**src/rtl/pwm_ctrl_pkg.sv**
```systemverilog
// Shared definitions for the PWM shadow/commit controller and its fade engine.
package pwm_ctrl_pkg;

  localparam int unsigned DATA_W = 8;

  localparam int unsigned REG_EN_OUT_LO     = 'h00;
  localparam int unsigned REG_EN_OUT_HI     = 'h01;
  localparam int unsigned REG_EN_PWM_LO     = 'h02;
  localparam int unsigned REG_EN_PWM_HI     = 'h03;
  localparam int unsigned REG_DUTY_TARGET   = 'h04;
  localparam int unsigned REG_FADE_STEP     = 'h05;
  localparam int unsigned REG_FADE_INTERVAL = 'h06;

  typedef enum logic {
    IDLE = 1'b0,
    FADE = 1'b1
  } fade_state_t;

endpackage

```
**src/rtl/pwm_shadow_ctrl_fade_engine.sv**
```systemverilog
// Duty-cycle fade FSM: ramps duty toward target by fade_step every fade_interval+1 periods.
module pwm_fade_engine
  import pwm_ctrl_pkg::*;
#(
  parameter int unsigned W = pwm_ctrl_pkg::DATA_W
) (
  input  logic         clk,
  input  logic         rst,
  input  logic [W-1:0] target,
  input  logic [W-1:0] fade_step,
  input  logic [W-1:0] fade_interval,
  input  logic         period_end,
  output logic [W-1:0] duty,
  output logic         busy
);

  fade_state_t  state;
  logic [W-1:0] cnt;
  logic [W-1:0] step_val;
  logic [W:0]   sum;
  logic [W:0]   diff;

  // Widened by one bit so clamping catches both overflow and underflow.
  always_comb begin
    sum      = {1'b0, duty} + {1'b0, fade_step};
    diff     = {1'b0, duty} - {1'b0, fade_step};
    step_val = target;
    if (target > duty) begin
      if (sum < {1'b0, target})
        step_val = sum[W-1:0];
    end else begin
      if (!diff[W] && (diff[W-1:0] > target))
        step_val = diff[W-1:0];
    end
  end

  always_ff @(posedge clk) begin
    if (rst) begin
      state <= IDLE;
      duty  <= '0;
      cnt   <= '0;
      busy  <= 1'b0;
    end else begin
      case (state)
        IDLE: begin
          if (period_end) begin
            if (fade_step == '0) begin
              duty <= target;
            end else if (target != duty) begin
              cnt   <= '0;
              state <= FADE;
              busy  <= 1'b1;
            end
          end
        end
        FADE: begin
          if (period_end && (fade_step == '0)) begin
            duty  <= target;
            state <= IDLE;
            busy  <= 1'b0;
          end else if (duty == target) begin
            state <= IDLE;
            busy  <= 1'b0;
          end else if (period_end) begin
            if (cnt == fade_interval) begin
              cnt  <= '0;
              duty <= step_val;
            end else begin
              cnt <= cnt + W'(1);
            end
          end
        end
        default: begin
          state <= IDLE;
          busy  <= 1'b0;
        end
      endcase
    end
  end

endmodule

```
**src/rtl/pwm_shadow_ctrl.sv**
```systemverilog
// Shadow register bank for the PWM peripheral; commits shadows to live registers on period_end.
module pwm_shadow_ctrl
  import pwm_ctrl_pkg::*;
#(
  parameter int unsigned ADDR_W = 7,
  parameter int unsigned DATA_W = pwm_ctrl_pkg::DATA_W
) (
  input  logic              clk,
  input  logic              rst,
  input  logic              wr_valid,
  input  logic [ADDR_W-1:0] wr_addr,
  input  logic [DATA_W-1:0] wr_data,
  input  logic              period_end,
  output logic [7:0]        en_reg_out_7_0,
  output logic [7:0]        en_reg_out_15_8,
  output logic [7:0]        en_reg_pwm_7_0,
  output logic [7:0]        en_reg_pwm_15_8,
  output logic [DATA_W-1:0] pwm_duty_cycle,
  output logic              pending,
  output logic              busy
);

  logic [7:0]        sh_out_lo;
  logic [7:0]        sh_out_hi;
  logic [7:0]        sh_pwm_lo;
  logic [7:0]        sh_pwm_hi;
  logic [DATA_W-1:0] sh_duty;
  logic [DATA_W-1:0] target_q;
  logic [DATA_W-1:0] commit_target;
  logic [DATA_W-1:0] fade_step_q;
  logic [DATA_W-1:0] fade_interval_q;

  logic hit_out_lo, hit_out_hi, hit_pwm_lo, hit_pwm_hi, hit_duty;
  logic hit_step, hit_interval;
  logic wr_shadow;

  always_comb begin
    hit_out_lo   = 1'b0;
    hit_out_hi   = 1'b0;
    hit_pwm_lo   = 1'b0;
    hit_pwm_hi   = 1'b0;
    hit_duty     = 1'b0;
    hit_step     = 1'b0;
    hit_interval = 1'b0;
    if (wr_valid) begin
      case (wr_addr)
        ADDR_W'(REG_EN_OUT_LO):     hit_out_lo   = 1'b1;
        ADDR_W'(REG_EN_OUT_HI):     hit_out_hi   = 1'b1;
        ADDR_W'(REG_EN_PWM_LO):     hit_pwm_lo   = 1'b1;
        ADDR_W'(REG_EN_PWM_HI):     hit_pwm_hi   = 1'b1;
        ADDR_W'(REG_DUTY_TARGET):   hit_duty     = 1'b1;
        ADDR_W'(REG_FADE_STEP):     hit_step     = 1'b1;
        ADDR_W'(REG_FADE_INTERVAL): hit_interval = 1'b1;
        default: ;
      endcase
    end
    wr_shadow = hit_out_lo | hit_out_hi | hit_pwm_lo | hit_pwm_hi | hit_duty;
  end

  // The engine must see the newly committed target on the same edge that commits it.
  assign commit_target = period_end ? sh_duty : target_q;

  always_ff @(posedge clk) begin
    if (rst) begin
      sh_out_lo       <= '0;
      sh_out_hi       <= '0;
      sh_pwm_lo       <= '0;
      sh_pwm_hi       <= '0;
      sh_duty         <= '0;
      fade_step_q     <= '0;
      fade_interval_q <= '0;
    end else begin
      if (hit_out_lo)   sh_out_lo       <= wr_data[7:0];
      if (hit_out_hi)   sh_out_hi       <= wr_data[7:0];
      if (hit_pwm_lo)   sh_pwm_lo       <= wr_data[7:0];
      if (hit_pwm_hi)   sh_pwm_hi       <= wr_data[7:0];
      if (hit_duty)     sh_duty         <= wr_data;
      if (hit_step)     fade_step_q     <= wr_data;
      if (hit_interval) fade_interval_q <= wr_data;
    end
  end

  // Commit reads the pre-write shadows; a colliding write stays pending for the next period.
  always_ff @(posedge clk) begin
    if (rst) begin
      en_reg_out_7_0  <= '0;
      en_reg_out_15_8 <= '0;
      en_reg_pwm_7_0  <= '0;
      en_reg_pwm_15_8 <= '0;
      target_q        <= '0;
      pending         <= 1'b0;
    end else begin
      if (period_end) begin
        en_reg_out_7_0  <= sh_out_lo;
        en_reg_out_15_8 <= sh_out_hi;
        en_reg_pwm_7_0  <= sh_pwm_lo;
        en_reg_pwm_15_8 <= sh_pwm_hi;
        target_q        <= sh_duty;
        pending         <= wr_shadow;
      end else if (wr_shadow) begin
        pending <= 1'b1;
      end
    end
  end

  pwm_fade_engine #(
    .W (DATA_W)
  ) u_fade (
    .clk           (clk),
    .rst           (rst),
    .target        (commit_target),
    .fade_step     (fade_step_q),
    .fade_interval (fade_interval_q),
    .period_end    (period_end),
    .duty          (pwm_duty_cycle),
    .busy          (busy)
  );

endmodule
```
**config.mk**
```make
export PLATFORM = sky130hd
export DESIGN_NAME = pwm_shadow_ctrl
export DESIGN_NICKNAME = d
export VERILOG_FILES = /design/src/rtl/pwm_ctrl_pkg.sv /design/src/rtl/pwm_shadow_ctrl_fade_engine.sv /design/src/rtl/pwm_shadow_ctrl.sv
export SDC_FILE = /design/constraint.sdc
export NUM_CORES = 1
export LEC_CHECK = 0
export ABC_AREA = 1
export BUFFER_PORTS_ARGS = -buffer_cell sky130_fd_sc_hd__buf_2
export CAP_MARGIN = 20
export CORE_UTILIZATION = 55
export DETAILED_ROUTE_END_ITERATION = 10
export GPL_TIMING_DRIVEN = 1
export MAX_ROUTING_LAYER = met4
export PLACE_DENSITY = 0.75
export SYNTH_ARGS = -nofsm -noshare
export SYNTH_HDL_FRONTEND = slang
export SYNTH_SLANG_ARGS = --single-unit
export TNS_END_PERCENT = 20
```
**constraint.sdc**
```tcl
create_clock -name clk -period 4 [get_ports clk]
set_input_delay 0.2 -clock clk [delete_from_list [all_inputs] [get_ports clk]]
set_output_delay 0.2 -clock clk [all_outputs]
set_load 0.05 [all_outputs]
```
== Yosys cells after proc, flatten, opt, wreduce, memory -nomap -nowiden ==
Index checks and enable logic that the tools add are counted.
Operators by class
  add/sub/neg operators: 3
  order comparisons: 3
  equal/unequal tests: 20
  muxes and demuxes: 47
  bitwise gates (word level): 5
  reduce and logical (&&, ||, !) cells: 9
Operator list (count)
  two-way mux 8 bit: 17
  case mux 8 bit (2 select lines): 2
  two-way mux 1 bit: 26
  == test 7 x 3 -> 1 bit (second input constant): 3
  == test 8 bit: 2
  greater-than comparator 8 bit: 2
  == test 7 x 2 -> 1 bit (second input constant): 2
  != test 3 bit (second input constant): 4
  != test 2 bit (second input constant): 5
  adder 8 x 8 -> 9 bit: 1
  less-than comparator 9 x 8 -> 1 bit: 1
  subtractor 8 x 8 -> 9 bit: 1
  adder 8 x 1 -> 8 bit (second input constant): 1
  zero test 8 bit: 1
  != test 8 bit: 1
  == test 7 x 1 -> 1 bit (second input constant): 1
  zero test 7 bit: 1
  AND reduction 6 bit: 1
  AND reduction 5 bit: 1
  != test 2 x 1 -> 1 bit (second input constant): 2
  OR 1 bit: 4
  case mux 1 bit (2 select lines): 2
  AND reduction 4 bit: 1
  logical AND 1 bit: 2
  3 further kinds: 3
Storage, ports and cells
  register bits: 115
  input port bits: 19
  output and inout port bits: 42

== Depth between registers and ports, before layout ==
Gate-level depths: netlist (run 1).
  depth in word-level cells: 10
  depth in mapped cells: 23
  gate-level depth less buffers: 23

== Modules after synthesis ==
A second synthesis (run 1) with hierarchy kept.
Second synthesis, totals
  cells, all modules: 926
  area, all modules: 6433.7 um2
By module, submodules not included
  pwm_shadow_ctrl: times used 1, cells each 520, area each 3811.2 um2, seq. area each 1941.9 um2
  pwm_fade_engine: times used 1, cells each 406, area each 2622.5 um2, seq. area each 360.3 um2

== Worst setup path before layout (run 1) ==
OpenSTA, ideal clock, no wires.
  kind: register to register
  start point: register u_fade.duty[3]
  end point: register u_fade.duty[7]
  arrival: 2.935 ns
  required time: 3.869 ns
  slack: 0.935 ns
  stages on the path, launching flop included: 21
  buffers on the path: 2
  period minus slack after synthesis: 3.065 ns
  cell sequence: dfxtp_1 -> ha_1 -> buf_6 -> a21oi_1 -> nand2_1 -> a21oi_1 -> xor2_1 -> inv_1 -> ha_1 -> nand2_1 -> nor2_1 -> nand2_1 -> nand2_1 -> nand3_2 -> buf_4 -> nor2_1 -> nor2_1 -> nor2_1 -> nand2_1 -> nand2_1 -> a21oi_2
On the way
  cells in the longest elaborated chain, start to end: 10
  elaborated cells between the ends (all ways): 18
  classes of those cells: add/sub (2); order compare (3); eq/ne (2); mux (8); reduce/logical (3)
Ends and longest elaborated chain
  start, declared: line pwm_shadow_ctrl_fade_engine.sv:13  | output logic [W-1:0] duty,
  start signal, assigned: line pwm_shadow_ctrl_fade_engine.sv:48  | duty <= target;
  start signal, assigned: line pwm_shadow_ctrl_fade_engine.sv:58  | duty <= target;
  start signal, assigned: line pwm_shadow_ctrl_fade_engine.sv:67  | duty <= step_val;
  subtractor 8 x 8 -> 9 bit: line pwm_shadow_ctrl_fade_engine.sv:26  | diff = {1'b0, duty} - {1'b0, fade_step};
  greater-than comparator 8 bit or zero test 1 bit (tied branches): line pwm_shadow_ctrl_fade_engine.sv:32  | if (!diff[W] && (diff[W-1:0] > target))
  logical AND 1 bit: line pwm_shadow_ctrl_fade_engine.sv:32
  two-way mux 8 bit: line pwm_shadow_ctrl_fade_engine.sv:32
  two-way mux 8 bit: line pwm_shadow_ctrl_fade_engine.sv:28  | if (target > duty) begin
  two-way mux 8 bit: line pwm_shadow_ctrl_fade_engine.sv:65  | if (cnt == fade_interval) begin
  two-way mux 8 bit: line pwm_shadow_ctrl_fade_engine.sv:64  | end else if (period_end) begin
  two-way mux 8 bit: line pwm_shadow_ctrl_fade_engine.sv:61  | end else if (duty == target) begin
  two-way mux 8 bit: line pwm_shadow_ctrl_fade_engine.sv:57  | if (period_end && (fade_step == '0)) begin
  case mux 8 bit (2 select lines): line pwm_shadow_ctrl_fade_engine.sv:44  | case (state)
Parallel ways exist; a longest one is shown, timed or not. The select of a mux whose other input is x is not followed.
A chain may end at the register's enable or synchronous reset.

== Final worst setup path (run 1) ==
  start point: register u_fade.duty[0]
  end point: register u_fade.duty[5]
The elaborated chain is that of the path after synthesis.

==> run metrics, run 1 <==
dominant cells by area after synthesis=dfxtp_1 (39%), nor2_1 (13%), ha_1 (8.4%), o21ai_0 (8.2%), nand2_1 (7.1%); Final Cycle Share=80.2%; drt wl/cell=14.7 µm; area of the die=11300 µm²; CP endpoint kind=register; crit start category=register; vias in the first global route=5096; Worst Hold Class=in -> reg; starting density of the core=around 57%; Post-synth top flop=dfxtp_1; Ys Warns=0; Power Dens Cells=around 460 nW/µm²; Cell Area, Placed=6330 µm²; most frequent cell after synthesis=nor2_1; fin. max-slew vios=0; Resized cells post-CTS=0; WP depth=21; RSZ-0062 raised after global routing=false; Max Clock Freq=around 310 MHz; number of failing hold endpoints at the final stage=0; I/O Buffers=60; Design Area, Final=6870 µm²; GPL Wtd Cong=just over 0.9; number of fill cells=908; Root Buffer=clkbuf_8; Post-CTS Setup Bufs=0; CTS tree=done; CP Class=reg -> reg; share of layout cells above drive strength 1=13.3%; CTS Buffer Depth=2; worst vdd ir=0.337 mV; CP peak stage delay=0.40 ns; Top cell by count, worst path=nand2_1; cts bufs inserted=17; syn avg cell area=~7.1 µm²; R2R depth=21; Pre-antenna DRT Iters=5; Worst path slowest cell=fa_1; Detailed Route WL=15.4 mm; status=finished clean; Slew @ Worst Pin=0.855 ns; post-synth top area cell=dfxtp_1; Worst-path clk slew=0.06 ns; Core ar.=between 10000 and 15000 µm²; critical-path cell list=inv_1 -> ha_1 -> inv_1 -> fa_1 -> nand3_1 -> nand2_1 -> a21oi_1 -> xor2_1 -> inv_1 -> ha_1 -> nand2_1 -> nor2_1 -> nand2_1 -> nand2_1 -> nand3_2 -> nor2_1 -> nor2_1 -> nor2_1 -> nand2_1 -> nand2_1 -> a21oi_2; Worst Hold Depth=4; commonest cells in the netlist=nor2_1 (200), dfxtp_1 (115), nand2_1 (113); Distinct cells, synth=39; Cells after Synth=844; Cell Area, Synth=a little under 6000 µm²; vias after detailed routing=5639; IO Count=61; Leak=0.00341 µW; Area Overhead vs Synth=15.3%; total track usage=between 20% and 30%; number of diodes=0; CTS sink cnt=115; antenna violations before repair=0; ys async rst share=0%; Placed Instances=1015; Post-DP HPWL=~11 mm; die width=106 µm; Arr. time, crit path=roughly 3.6 ns; Skew-Pair Late Insertion Delay=0.51 ns; Post-route DRC=0; Post-synth EDFFs=0; Die Y=106 µm; max_cap viols=0; CP Data Required Time=around 4.4 ns; hold_buf cts=0; critical-path maximum fanout=14; DR iter-0 viols=slightly below 400; via-per-instance ratio=5.39; Slew headroom=42.5%; register bit total from synthesis=115; Buf/Inv on CP=3; global route overflow=0; Synth top area share=just under 40%; final std cells w/o fill=1047; CP top delay family=simple AND/OR/NAND/NOR gates; Syn Nets=905; post-synthesis sequential area ratio=38.6%; Layout Nets=959; Final setup viols=0; first-pass GRT wire length=roughly 25 mm; H-tree depth=4; setup_tns=0 ns; Final ANT Viol Nets=0; Final Skew=0.00718 ns; Final min period=about 3.2 ns; num rows=37; largest net degree at the start of global routing=55
==> registers in the layout, indices dropped and copies added (netlist names), 8 cells and up <==
signal / cells
en_reg_out_15_8: 8
en_reg_out_7_0: 8
en_reg_pwm_15_8: 8
en_reg_pwm_7_0: 8
fade_interval_q: 8
fade_step_q: 8
sh_duty: 8
sh_out_hi: 8
sh_out_lo: 8
sh_pwm_hi: 8
sh_pwm_lo: 8
target_q: 8
u_fade.cnt: 8
u_fade.duty: 8
==> routing by layer <==
metal	part of all wire [%]	vias up	GRT usage, %
li1	-	2840	-
met1	45	2566	37.9
met2	46	218	44.3
met3	7.5	15	5.52
met4	1.2	0	9.62
met5	0	-	-
==> tightest hold or removal path, cell delays in order <==
cell and delay, ns:
buf_2 0.08, nor4_1 0.08, nand3_1 0.08, a21oi_1 0.06
==> power by group <==
part	internal (µW)	switching (µW)	total [µW]
sequential	1180	26.3	1200
clock	794	579	1370
combinational	174	404	578
total	2140	1010	3150
==> final cells by class <==
class,count,area (µm²),share of cell area [%]
multi-input combinational,608,3180,46.2
sequential,115,2300,33.5
clock buffer,18,428,6.23
inverter,92,348,5.06
timing repair buffer,64,330,4.81
tap,136,170,2.48
clock inverter,14,118,1.71
==> cells in the final DEF (no fill, tap or decap), drive strengths merged, types with 2 or more instances in the layout <==
cell type    n
o21ai      109
a31oi        2
nor3         6
xnor2        8
ha          40
a21o         3
buf         64
fa           2
nand4        7
clkinvlp     3
clkinv       3
nor2       201
a21oi       45
nand3       34
xor2         7
dfxtp      115
nand2      117
inv        100
o211ai       4
or2         10
clkbuf      18
o21a         3
o221ai       4
==> cells by family (layout without fill, tap and decap cells) <==
logic type	after synthesis	in the layout	share of synthesized area (%)
simple gates	378	378	25.9
compound gates	173	173	16.1
buf+inv	121	188	8.12
flops	115	115	38.6
fa+ha+maj	42	42	9.06
xor+xnor	15	15	2.20
==> final timing paths <==
path | start | to | slack (ns)
max | u_fade.duty[0]$_SDFFE_PP0P_ | u_fade.duty[5]$_SDFFE_PP0P_ | 0.79
max reg2reg | u_fade.duty[0]$_SDFFE_PP0P_ | u_fade.duty[5]$_SDFFE_PP0P_ | 0.79
min reg2reg | sh_out_hi[3]$_SDFFE_PP0P_ | sh_out_hi[3]$_SDFFE_PP0P_ | 0.49
min | wr_addr[4] | fade_step_q[0]$_SDFFE_PP0P_ | 0.05
==> metrics by stage <==
| stage | util (%) | hold slack (ns) | power (µW) | worst slack [ns] |
|---|---|---|---|---|
| floorplan | - | 0.335 | 1660 | 0.935 |
| finish | 66.0 | 0.0456 | 3150 | 0.794 |
| CTS | 66.0 | 0.0410 | 3160 | 0.827 |
| global placement | 60.7 | 0.464 | 1790 | 0.925 |
| global route | 66.0 | 0.0402 | 3290 | 0.534 |
| detailed placement | 60.7 | 0.468 | 1790 | 0.833 |
No activity file was read; power rests on OpenSTA's default activity.
==> run 2: changes to the inputs <==
--- a/config.mk
+++ b/config.mk
@@ -5,14 +5,14 @@
 export SDC_FILE = /design/constraint.sdc
 export NUM_CORES = 1
 export LEC_CHECK = 0
-export ABC_AREA = 1
+export ABC_AREA = 0
 export BUFFER_PORTS_ARGS = -buffer_cell sky130_fd_sc_hd__buf_2
 export CAP_MARGIN = 20
-export CORE_UTILIZATION = 55
+export CORE_UTILIZATION = 53
 export DETAILED_ROUTE_END_ITERATION = 10
 export GPL_TIMING_DRIVEN = 1
 export MAX_ROUTING_LAYER = met4
-export PLACE_DENSITY = 0.75
+export PLACE_DENSITY = 0.76
 export SYNTH_ARGS = -nofsm -noshare
 export SYNTH_HDL_FRONTEND = slang
 export SYNTH_SLANG_ARGS = --single-unit
==> constraint.sdc (replaced) <==
create_clock -name clk -period 2.9 [get_ports clk]
set_input_delay 0.145 -clock clk [delete_from_list [all_inputs] [get_ports clk]]
set_output_delay 0.145 -clock clk [all_outputs]
set_load 0.05 [all_outputs]
==> run metrics, run 2 <==
fin. max-slew vios=0; Slew headroom=42.2%; commonest cells in the netlist=nor2_1 (127), dfxtp_1 (115), mux2i_1 (100); total power=around 4100 µW; Root Buffer=clkbuf_8; critical-path cell list=ha_4 -> fa_2 -> nor2b_4 -> o311ai_4 -> a21oi_2 -> nor2_1 -> xnor2_1 -> ha_1 -> a21o_1 -> a211o_2 -> or4_4 -> mux2i_4 -> a31o_1 -> o21ai_1; Core ar.=10500 µm²; Post-synth top flop=dfxtp_1; final std cells w/o fill=892; Worst Hold Class=in -> reg; share of layout cells above drive strength 1=28.0%; Design Area, Final=7490 µm²; total track usage=30.4%; first-pass GRT wire length=25.8 mm; antenna violations before repair=0; Synth top area share=just under 40%; Final setup viols=8; DR iter-0 viols=~230; Cells after Synth=611; Final min period=3.43 ns; most common cell after layout, fill and taps aside=nor2_1; crit start category=register; RSZ-0062 raised after global routing=true; vias in the first global route=5116; num rows=37; Final Skew=0.0120 ns; IO Count=61; Worst-path clk slew=approximately 0.060 ns; CP peak stage delay=0.45 ns; Post-synth EDFFs=0; Final Cycle Share=118%; Area Overhead vs Synth=29.2%; vias after detailed routing=4971; CTS Buffer Depth=2; ys async rst share=0%; Sequential Area=2320 µm²; post-synth top area cell=dfxtp_1; number of fill cells=approximately 770; Max Clock Freq=291 MHz; critical-path maximum fanout=5; CTS sink cnt=115; Post-route DRC=0; Skew-Pair Late Insertion Delay=0.52 ns; Syn Nets=about 670; Layout Nets=805; area of the multi-input gates=3340 µm²; number of diodes=0; most frequent cells in the layout=nor2_1 (127), dfxtp_1 (108), mux2i_1 (100); fin util=71.6%; Pre-antenna DRT Iters=5; Slew @ Worst Pin=0.863 ns; CTS tree=done; syn avg cell area=9.49 µm²; global route overflow=0; Ys Warns=0; worst vdd ir=0.510 mV; die width=107 µm; post-route setup slack=-0.532 ns; CP Class=reg -> reg; dominant cells by area after synthesis=dfxtp_1 (40%), mux2i_1 (17%), ha_1 (8.6%), nor2_1 (8.2%), xor2_1 (2.3%); most frequent cell after synthesis=nor2_1; Detailed Route WL=15.9 mm; H-tree depth=4; max_cap viols=0; GPL Wtd Cong=~0.9; register bit total from synthesis=115; Post-DP HPWL=11.4 mm; drt wl/cell=17.8 µm; Placed Instances=858; Distinct cells, synth=65; Worst path slowest cell=or4_4; post-synthesis sequential area ratio=39.7%; I/O Buffers=60; number of failing hold endpoints at the final stage=0; area of the die=around 11000 µm²; starting density of the core=55.4%; Leak=0.00361 µW; Die Y=107 µm; Cell Area, Placed=6780 µm²; largest net degree at the start of global routing=65; Cell Area, Synth=about 5800 µm²; CP Data Required Time=3.30 ns; via-per-instance ratio=5.57; Final ANT Viol Nets=0; cts bufs inserted=17; failing checks=negative setup slack; Arr. time, crit path=3.83 ns; status=complete, but fails checks; CP endpoint kind=register; Power Dens Cells=544 nW/µm²
==> run 2: area by class of cell <==
type	count	share of cell area [%]
repair buffers	140	12.1
flip-flops and latches	115	31.0
well taps	136	2.27
multi-input cells	442	44.6
clock inverters	11	2.62
clock buffers	20	6.08
inverters	28	1.40
==> run 2: cell families after synthesis <==
| logic type | after synthesis | share of synthesized area (%) |
|---|---|---|
| buffers and inverters | 54 | 3.80 |
| adder cells (fa/ha/maj) | 42 | 9.33 |
| flip-flops | 115 | 39.7 |
| XOR/XNOR | 24 | 3.63 |
| AND/OR/NAND/NOR | 202 | 16.8 |
| AO/OA/AOI/OAI | 72 | 8.92 |
| multiplexers | 102 | 17.9 |
==> run 2: layer usage <==
layer | vias to the layer above | routed length, µm | GRT usage [%]
met5 | - | 0 | -
met4 | 0 | 553 | 14.3
met3 | 37 | 741 | 5.11
met2 | 155 | 7760 | 50.8
met1 | 2378 | 6870 | 35.8
li1 | 2401 | - | -
==> run 2: stage by stage <==
stage	setup TNS, ns	setup slack [ns]	hold WS (ns)
detailed placement	-4.62	-0.623	0.475
global route	-5.62	-0.758	0.0380
finish	-3.79	-0.532	0.0321
floorplan	-3.14	-0.433	0.289
CTS	-3.77	-0.526	0.0189
global placement	-3.80	-0.503	0.469
==> run 2: where the power goes <==
part           internal, µW  leakage [µW]  switching (µW)
clock network          1550      0.000314             763
logic                  67.0       0.00236             111
registers              1580      0.000930            1.78
==> run 2: worst max-delay path, delay by kind of cell, from the launching register on <==
family,cells,cell delay (ns)
fa+ha+maj,3,0.80
flops,1,0.35
compound gates,6,1.05
mux,1,0.26
xor+xnor,1,0.16
simple gates,3,0.72
==> run 2: repair_timing <==
action / 4_1_cts / 5_1_grt
setup buffers: 2 / 0
pin swaps: 7 / 1
hold buffers: 1 / 0
endpoints found under the setup margin: 8 / 8
gates resized for setup: 6 / 3
endpoints found under the hold margin: 1 / 0
==> run 2: path summary, 6_finish.rpt <==
path / from / to / slack [ns] / depth (start not counted)
worst max-delay path: fade_step_q[0]$_SDFFE_PP0P_ / u_fade.duty[0]$_SDFFE_PP0P_ / -0.53 / 14
worst min-delay path: wr_data[4] / fade_step_q[4]$_SDFFE_PP0P_ / 0.03 / 3
worst max register to register: fade_step_q[0]$_SDFFE_PP0P_ / u_fade.duty[0]$_SDFFE_PP0P_ / -0.53 / 14
worst min register to register: en_reg_pwm_7_0[0]$_SDFFE_PP0P_ / en_reg_pwm_7_0[0]$_SDFFE_PP0P_ / 0.49 / 2
